`config.mk`:
```
export PLATFORM = sky130hd
export DESIGN_NAME = mlp_p_neuron
export DESIGN_NICKNAME = d
export VERILOG_FILES = /design/src/rtl/mlp_p_neuron.sv
export SDC_FILE = /design/constraint.sdc
export NUM_CORES = 1
export LEC_CHECK = 0
export ABC_CLOCK_PERIOD_IN_PS = 8600
export BUFFER_PORTS_ARGS = -buffer_cell sky130_fd_sc_hd__buf_2
export CORE_AREA = 8 8 206 149
export CTS_CLUSTER_SIZE = 14
export DETAILED_ROUTE_END_ITERATION = 16
export DIE_AREA = 0 0 214 157
export GPL_ROUTABILITY_DRIVEN = 0
export PLACE_DENSITY = 0.81
export SYNTH_ARGS = -nofsm -noshare
export SYNTH_HDL_FRONTEND = slang
export SYNTH_SLANG_ARGS = --single-unit
```
`constraint.sdc`:
```
create_clock -name clk -period 8.6 [get_ports clk]
set_clock_uncertainty 0.15 [all_clocks]
set_input_delay 2.58 -clock clk [delete_from_list [all_inputs] [get_ports clk]]
set_output_delay 2.58 -clock clk [all_outputs]
set_load 0.01 [all_outputs]
```
`src/rtl/mlp_p_neuron.sv`:
```
// Fully-connected MLP evaluator: M-1 layers of N neurons, P MAC lanes, one input term per cycle.
// Layer activations ping-pong between two buffer banks; each neuron is rounded, saturated, then activated.
module mlp_p_neuron #(
    parameter int M   = 3,
    parameter int N   = 3,
    parameter int P   = 1,
    parameter int QM  = 3,
    parameter int QN  = 5,
    parameter int WM  = 3,
    parameter int WN  = 5,
    parameter int ACT = 1
) (
    input  logic                                  clk,
    input  logic                                  nrst,
    input  logic                                  in_valid,
    output logic                                  in_ready,
    input  logic [N-1:0][QM+QN-1:0]               x,
    input  logic [M-2:0][N-1:0][N-1:0][WM+WN-1:0] w,
    input  logic [M-2:0][N-1:0][QM+QN-1:0]        b,
    output logic                                  out_valid,
    input  logic                                  out_ready,
    output logic [N-1:0][QM+QN-1:0]               outputs,
    output logic                                  busy,
    output logic                                  sat
);
    localparam int D  = QM + QN;
    localparam int W  = WM + WN;
    localparam int AW = D + W + $clog2(N + 1);
    localparam int NG = N / P;
    localparam int KW = (N > 1) ? $clog2(N) : 1;
    localparam int GW = (NG > 1) ? $clog2(NG) : 1;
    localparam int LW = (M > 2) ? $clog2(M - 1) : 1;

    localparam logic signed [AW-1:0] HALF = AW'(1) <<< (WN - 1);
    localparam logic signed [AW-1:0] MAXV = AW'((1 <<< (D - 1)) - 1);
    localparam logic signed [AW-1:0] MINV = -(AW'(1) <<< (D - 1));

    typedef enum logic [1:0] {IDLE, MAC, WRITE, DONE} state_t;

    function automatic logic signed [AW-1:0] round_shift(input logic signed [AW-1:0] a);
        return (a + HALF) >>> WN;
    endfunction

    function automatic logic overflows(input logic signed [AW-1:0] v);
        return (v > MAXV) || (v < MINV);
    endfunction

    function automatic logic signed [D-1:0] saturate(input logic signed [AW-1:0] v);
        if (v > MAXV) return {1'b0, {(D-1){1'b1}}};
        if (v < MINV) return {1'b1, {(D-1){1'b0}}};
        return v[D-1:0];
    endfunction

    function automatic logic signed [D-1:0] activate(input logic signed [D-1:0] v);
        if (ACT == 1 && v[D-1]) return '0;
        return v;
    endfunction

    state_t                               state_q;
    logic [KW-1:0]                        k_q;
    logic [GW-1:0]                        g_q;
    logic [LW-1:0]                        l_q;
    logic                                 rd_q;
    logic                                 fin_q;
    logic                                 in_ready_q;
    logic                                 out_valid_q;
    logic                                 busy_q;
    logic                                 sat_q;
    logic [N-1:0][D-1:0]                  outputs_q;
    logic signed [AW-1:0]                 acc_q [P];
    logic signed [D-1:0]                  buf_q [2][N];
    logic [M-2:0][N-1:0][N-1:0][W-1:0]    w_q;
    logic [M-2:0][N-1:0][D-1:0]           b_q;

    logic                                 accept;
    logic signed [D-1:0]                  xk;
    logic [KW-1:0]                        jidx [P];
    logic signed [D+W-1:0]                prod [P];
    logic signed [AW-1:0]                 bias [P];
    logic signed [AW-1:0]                 rnd  [P];
    logic signed [D-1:0]                  res  [P];
    logic [P-1:0]                         ovf;

    assign accept    = (state_q == IDLE) && in_ready_q && in_valid;
    assign in_ready  = in_ready_q;
    assign out_valid = out_valid_q;
    assign busy      = busy_q;
    assign sat       = sat_q;
    assign outputs   = outputs_q;

    // Lane p of group g owns neuron g*P+p; all lanes share the current input term k.
    always_comb begin
        xk  = buf_q[rd_q][k_q];
        ovf = '0;
        for (int p = 0; p < P; p++) begin
            jidx[p] = KW'(int'(g_q) * P + p);
            prod[p] = (D+W)'(xk) * (D+W)'($signed(w_q[l_q][jidx[p]][k_q]));
            bias[p] = AW'($signed(b_q[l_q][jidx[p]])) <<< WN;
            rnd[p]  = round_shift(acc_q[p]);
            res[p]  = activate(saturate(rnd[p]));
            ovf[p]  = overflows(rnd[p]);
        end
    end

    // Weights and biases are only sampled on accept, so they need no reset.
    always_ff @(posedge clk) begin
        if (accept) begin
            w_q <= w;
            b_q <= b;
        end
    end

    always_ff @(posedge clk or negedge nrst) begin
        if (!nrst) begin
            state_q     <= IDLE;
            k_q         <= '0;
            g_q         <= '0;
            l_q         <= '0;
            rd_q        <= 1'b0;
            fin_q       <= 1'b0;
            in_ready_q  <= 1'b0;
            out_valid_q <= 1'b0;
            busy_q      <= 1'b0;
            sat_q       <= 1'b0;
            outputs_q   <= '0;
            acc_q       <= '{default: '0};
            buf_q       <= '{default: '0};
        end else begin
            case (state_q)
                IDLE: begin
                    in_ready_q <= 1'b1;
                    if (accept) begin
                        state_q    <= MAC;
                        in_ready_q <= 1'b0;
                        busy_q     <= 1'b1;
                        sat_q      <= 1'b0;
                        k_q        <= '0;
                        g_q        <= '0;
                        l_q        <= '0;
                        rd_q       <= 1'b0;
                        fin_q      <= 1'b0;
                        for (int n = 0; n < N; n++) buf_q[0][n] <= x[n];
                    end
                end
                MAC: begin
                    // The bias is folded in on the first term instead of a separate preload cycle.
                    for (int p = 0; p < P; p++)
                        acc_q[p] <= ((k_q == '0) ? bias[p] : acc_q[p]) + AW'(prod[p]);
                    if (k_q == KW'(N - 1)) begin
                        k_q     <= '0;
                        state_q <= WRITE;
                    end else begin
                        k_q <= k_q + 1'b1;
                    end
                end
                WRITE: begin
                    if (fin_q) begin
                        // Extra commit cycle: the final bank is copied to the held output register.
                        for (int n = 0; n < N; n++) outputs_q[n] <= buf_q[~rd_q][n];
                        out_valid_q <= 1'b1;
                        fin_q       <= 1'b0;
                        state_q     <= DONE;
                    end else begin
                        for (int p = 0; p < P; p++) buf_q[~rd_q][jidx[p]] <= res[p];
                        if (|ovf) sat_q <= 1'b1;
                        if (g_q == GW'(NG - 1)) begin
                            g_q <= '0;
                            if (l_q == LW'(M - 2)) begin
                                fin_q <= 1'b1;
                            end else begin
                                l_q     <= l_q + 1'b1;
                                rd_q    <= ~rd_q;
                                state_q <= MAC;
                            end
                        end else begin
                            g_q     <= g_q + 1'b1;
                            state_q <= MAC;
                        end
                    end
                end
                DONE: begin
                    if (out_ready) begin
                        state_q     <= IDLE;
                        out_valid_q <= 1'b0;
                        busy_q      <= 1'b0;
                        in_ready_q  <= 1'b1;
                    end
                end
                default: state_q <= IDLE;
            endcase
        end
    end
endmodule

```
---- Word-level counts from Yosys, hierarchy flattened ----
Index checks and enable logic that the tools add are counted.
operators by class
  add/sub/neg operators ................... 5
  $mul .................................... 1
  $lt $le $gt $ge ......................... 11
  eq/ne operators ......................... 14
  multiplexer cells ....................... 75
  bitwise operators ....................... 6
  reductions and logical operators ........ 23
operator list
  operator                 count
  $mux W24                 11
  $mux W72                 2
  $mux W8                  11
  $bmux W24 S2             1
  $bmux W8 S2              3
  $bwmux W48               1
  $mux W48                 1
  $pmux W24 S2             1
  $demux W24 S1            1
  $mux W1                  21
  $mux W2                  10
  $add A18 B16 Y18         1
  $add A18 B6 Y18 const B  1
  $mux W18                 1
  $demux W8 S2             1
  $mul A8 B8 Y16           1
  $ne A2 B2 Y1 const B     8
  $pmux W1 S2              7
  $gt A13 B8 Y1 const B    1
  $lt A13 B8 Y1 const B    1
  $reduce_and A4 Y1        3
  $reduce_and A2 Y1        5
  $reduce_and A3 Y1        3
  $eq A2 B2 Y1 const B     4
  20 further kinds         35
storage, ports and cells
  register bits ........................... 295
  input bits .............................. 220
  output and inout port bits .............. 28
  logic and storage cells ................. 179

---- Depth between registers and ports, before layout ----
  word-level depth ........................ 11
  mapped depth ............................ 27

---- Worst setup path after synthesis ----
OpenSTA, ideal clock, no wires.
  kind .................................... input -> register
  start point ............................. in in_valid
  end point ............................... reg buf_q[31] in the netlist's numbering
  library setup time ...................... 0.404 ns
  arrival ................................. 8.937 ns
  data required time ...................... 8.046 ns
  setup slack ............................. -0.891 ns
  stages .................................. 4
  cell sequence ........................... and4_1 -> clkbuf_1 -> buf_1 -> o21ai_0
between the ends
  longest elaborated chain between the ends .. 3
RTL lines
  item                                line  text
  start, declared                     15    input logic in_valid,
  $logic_and A1 B1 Y1                 84    assign accept = (state_q == IDLE) && in_ready_q && in_valid;
  named net accept                    75    logic accept;
  $ne A2 B2 Y1 (no source line)       n/a
  $reduce_and A3 Y1 (no source line)  n/a
  end signal, assigned                127   buf_q <= '{default: '0};
  end, declared                       71    logic signed [D-1:0] buf_q [2][N];
The timed path passes the listed nets, and every way through them passes these cells.
A chain may end at the register's enable or synchronous reset.

---- Final worst setup path ----
  start point ............................. reg g_q[0]
  end point ............................... reg acc_q[14] in the netlist's numbering
between the ends
  longest elaborated chain between the ends .. 6
  elaborated cells on any way between the ends .. 9
  those cells by class .................... 1 x add/sub; 1 x mul; 7 x mux
RTL lines
  item                            line  text
  start, declared                 61    logic [GW-1:0] g_q;
  start signal, assigned          176   g_q <= g_q + 1'b1;
  $bmux W24 S2                    97    prod[p] = (D+W)'(xk) * (D+W)'($signed(w_q[l_q][jidx[p]][k_q]));
  $mux W24 (not written as such)  97
  $bmux W8 S2                     97
  $mux W8 (not written as such)   97
  $mul A8 B8 Y16                  97
  $add A18 B16 Y18 *              148   acc_q[p] <= ((k_q == '0) ? bias[p] : acc_q[p]) + AW'(prod[p]);
  end signal, assigned by index   148
  end, declared                   70    logic signed [AW-1:0] acc_q [P];
Every way passes the cells marked *; elsewhere a longest branch is shown, timed or not. The select of a mux whose other input is x is not followed.

==> results.md <==
Die:
- The number of ports placed on the die boundary is 248.
- The horizontal extent of the die is 214 um.
- The floorplan step defined a core boundary enclosing 0.0274 mm^2.
- The initial utilization of the core area, before any placement, comes to 57.4%.
- The die covers 0.0336 mm^2.
- The number of standard-cell rows in the floorplan is 51.
- The vertical die dimension is 157 um.

Logic synthesis:
- Sorting the synthesized cells by area gives the leading types as edfxtp_1 37%, dfrtp_1 16%, fa_1 10%, mux2i_1 4.9%, nand2_1 3.5%.
- The leading area contributor after synthesis is edfxtp_1.
- For this run, the number of Yosys warnings is 0.
- Counting distinct cell types in the post-synthesis netlist gives 66.
- The share of the Yosys chip area taken by registers is 52.6%.
- The synthesized area divided by synthesized cell count is 11.8 um^2.
- After synthesis the cells add up to 0.0157 mm^2.
- The async set-or-reset flop fraction in the synthesized netlist is 34.2%.
- The number of instances in the synthesized netlist is 1,330.
- The top cell type by area accounts for 36.7% of the synthesized area.
- Yosys mapped a number of flops with a built-in enable equal to 192.
- Counting flops and latches in the post-synthesis netlist gives 292.
- The post-synthesis net count is 1,673.
- The flip-flop cell with the highest count after synthesis is edfxtp_1.

Timing:
- The count of endpoints failing hold in the final timing report is 0.
- Setup repair after global routing left no endpoint under its margin.
- The final setup violation count is 0.
- At the pin with the least slew margin, the transition time is 1250 ps.
- Based on the critical path, the design can be clocked at up to 128 MHz.
- The final critical path takes up 90.7% of the cycle.
- The shortest period the worst path allows is 7800 ps.
- The final setup TNS is 0 ps.
- The worst pin sits at a relative slew slack of 15.8%.
- The worst path meets setup with 800 ps of slack.
- The final-report max-slew violation count is 0.

Worst setup path:
- In this design, the largest share of critical-path delay is due to adder cells.
- Data on the critical path is required at its endpoint by 8830 ps.
- The kind of capture point of the worst setup path is a flop.
- The signal on the critical path passes through buf_4 > clkinv_1 > a221oi_1 > a211oi_1 > a31oi_1 > o22ai_1 > and2_1 > inv_1 > fa_1 > inv_1 > fa_1 > fa_1 > fa_1 > fa_1 > ha_1 > a21o_1 > a2111oi_0 > o21ai_0 > a21oi_1 > xor2_1 > o21ai_0.
- The number of buffers and inverters on the critical path is 4.
- The critical path startpoint category is a flop.
- The slowest stage of the critical path is the clkinv_1 cell.
- The most used cell along the critical path is fa_1.
- The largest incremental delay on the critical path is 610 ps.
- Of all nets on the critical path, the largest fanout is 44.
- The arrival time at the worst endpoint is 8030 ps.
- The classification of the worst setup path is flop to flop.

Clock tree:
- The count of instances resized after the clock tree is built is 0.
- The clock latency on the worst-skew pair is 550 ps.
- The clock tree from TritonCTS is built.
- No sink is reached through more buffers than the 3 on the longest clock path.
- The clock-pin transition on the worst setup and hold timing paths is 60 ps.
- The library cell used as clock root buffer is clkbuf_16.
- The number of clock sinks seen by CTS is 292.
- The depth of the CTS H-tree is 1.
- TritonCTS created 28 clock buffers.
- The buffer count from post-CTS setup fixing is 0.
- The number of buffers inserted for hold repair after clock tree synthesis is 0.

Final layout:
- The most frequent standard cell in the layout excluding fill and tap cells is buf_2.
- The share of the core filled with cells is 65.8%.
- The library cells used most frequently in the layout, excluding fill and tap cells, are 246 x buf_2, 192 x edfxtp_1, 148 x nand2_1.
- The synthesis-to-layout area growth is 14.6%.
- The share of post-route cells with drive strength above 1 is 22.0%.
- After the last flow step, the layout net total stands at 1,893.

Global route:
- The pin count of the biggest net entering global routing is 196.
- The initial antenna violation count is 3.
- The overflow left after global routing is 0.
- The first global-routing pass estimated 63,100 um of wire.
- The number of global-route vias before repair is 11,500.
- The aggregate global-route resource usage is 23.6%.

Detailed routing:
- The wire length after detailed routing is 40,400 um.
- After detailed routing, the number of vias per cell comes to 5.85.
- For this run, the detailed router's first-pass iteration total came to 5.
- The remaining routing DRC violations is 0.
- The iteration-0 DRC count of the detailed router is 1,285.
- The final antenna-violating net count is 0.
- The average wire per cell in the routed design is 20.8 um.
- The number of vias in the routed layout is 11,400.

Run status:
- The run finished with clean final reports.

Min path:
- The path type of the worst min-delay path is flop to flop.

Placed design:
- The wire-length estimate of the detail-placed layout is 30,200 um.
- During placement, the flow inserted port buffers numbering 247.
- The worst setup slack before clock tree synthesis is 880 ps.

Run:
- Max-cap violations in this run came to 0.
[stage by stage]
stage	hold slack, ps	cells	instance area [um^2]
2_1_floorplan	287	1330	15700
3_3_place_gp	302	1891	17200
3_5_place_dp	317	1891	17200
4_1_cts	332	1941	18000
5_1_grt	364	1943	18000
6_report	325	1943	18000
[per-layer routing]
layer	vias to the layer above	wire, um	GRT usage, %
met5	-	13	0
met4	2	979	6.33
met3	69	4070	5.29
met2	596	18800	37.7
met1	5536	16500	32.3
li1	5162	-	-
[tightest hold or removal path: stages, from the launching register on]
cell and delay (ps):
dfrtp_1 330, nand2_1 50, o21ai_0 60
[cell usage after synthesis, drive strengths merged, types with 18 or more instances]
library cell and number:
a21oi 71, buf 29, clkbuf 39, dfrtp 100
edfxtp 192, fa 80, ha 43, inv 96
mux2 18, mux2i 77, nand2 148, nor2 117
o211ai 21, o21ai 96, o22ai 24
[area by class of cell]
type | instances | area, um^2
well taps | 371 | 464
clock inverters | 14 | 80.1
repair buffers | 262 | 1360
diodes | 2 | 5.00
multi-input cells | 869 | 6740
fillers | 2017 | 9350
clock buffers | 36 | 731
inverters | 97 | 364
flip-flops and latches | 292 | 8270
[worst paths after layout]
| check | slack (ps) | from | endpoint | depth (start not counted) |
|---|---|---|---|---|
| worst max-delay path | 800 | g_q[0] | acc_q[14] | 21 |
| worst max register to register | 800 | g_q[0] | acc_q[14] | 21 |
| max in group asynchronous | 5130 | nrst | g_q[1] | 2 |
| worst min-delay path | 320 | outputs[17] | outputs[17] | 2 |
| worst min register to register | 320 | outputs[17] | outputs[17] | 2 |
| min in group asynchronous | 1780 | nrst | outputs[5] | 1 |
[sequential cells by signal (all words and copies together) (netlist names)]
signal	cells
acc_q	18
b_q	48
buf_q	45
busy	1
fin_q	1
g_q	2
in_ready	1
k_q	2
l_q	1
out_valid	1
outputs	24
rd_q	1
sat	1
state_q	2
w_q	144
[cell families (layout without fill, tap and decap cells)]
group,after synthesis,after routing,share of synthesized area (%)
compound gates,289,289,11.5
xor+xnor,26,26,1.45
fa+ha+maj,123,123,13.6
buf+inv,169,409,4.62
flops,292,292,52.6
mux,103,103,7.34
other cells,0,2,0
simple gates,328,328,8.94
Power is not shown: default switching activity piles up to over one toggle a cycle in this logic, so the estimate is an artifact.
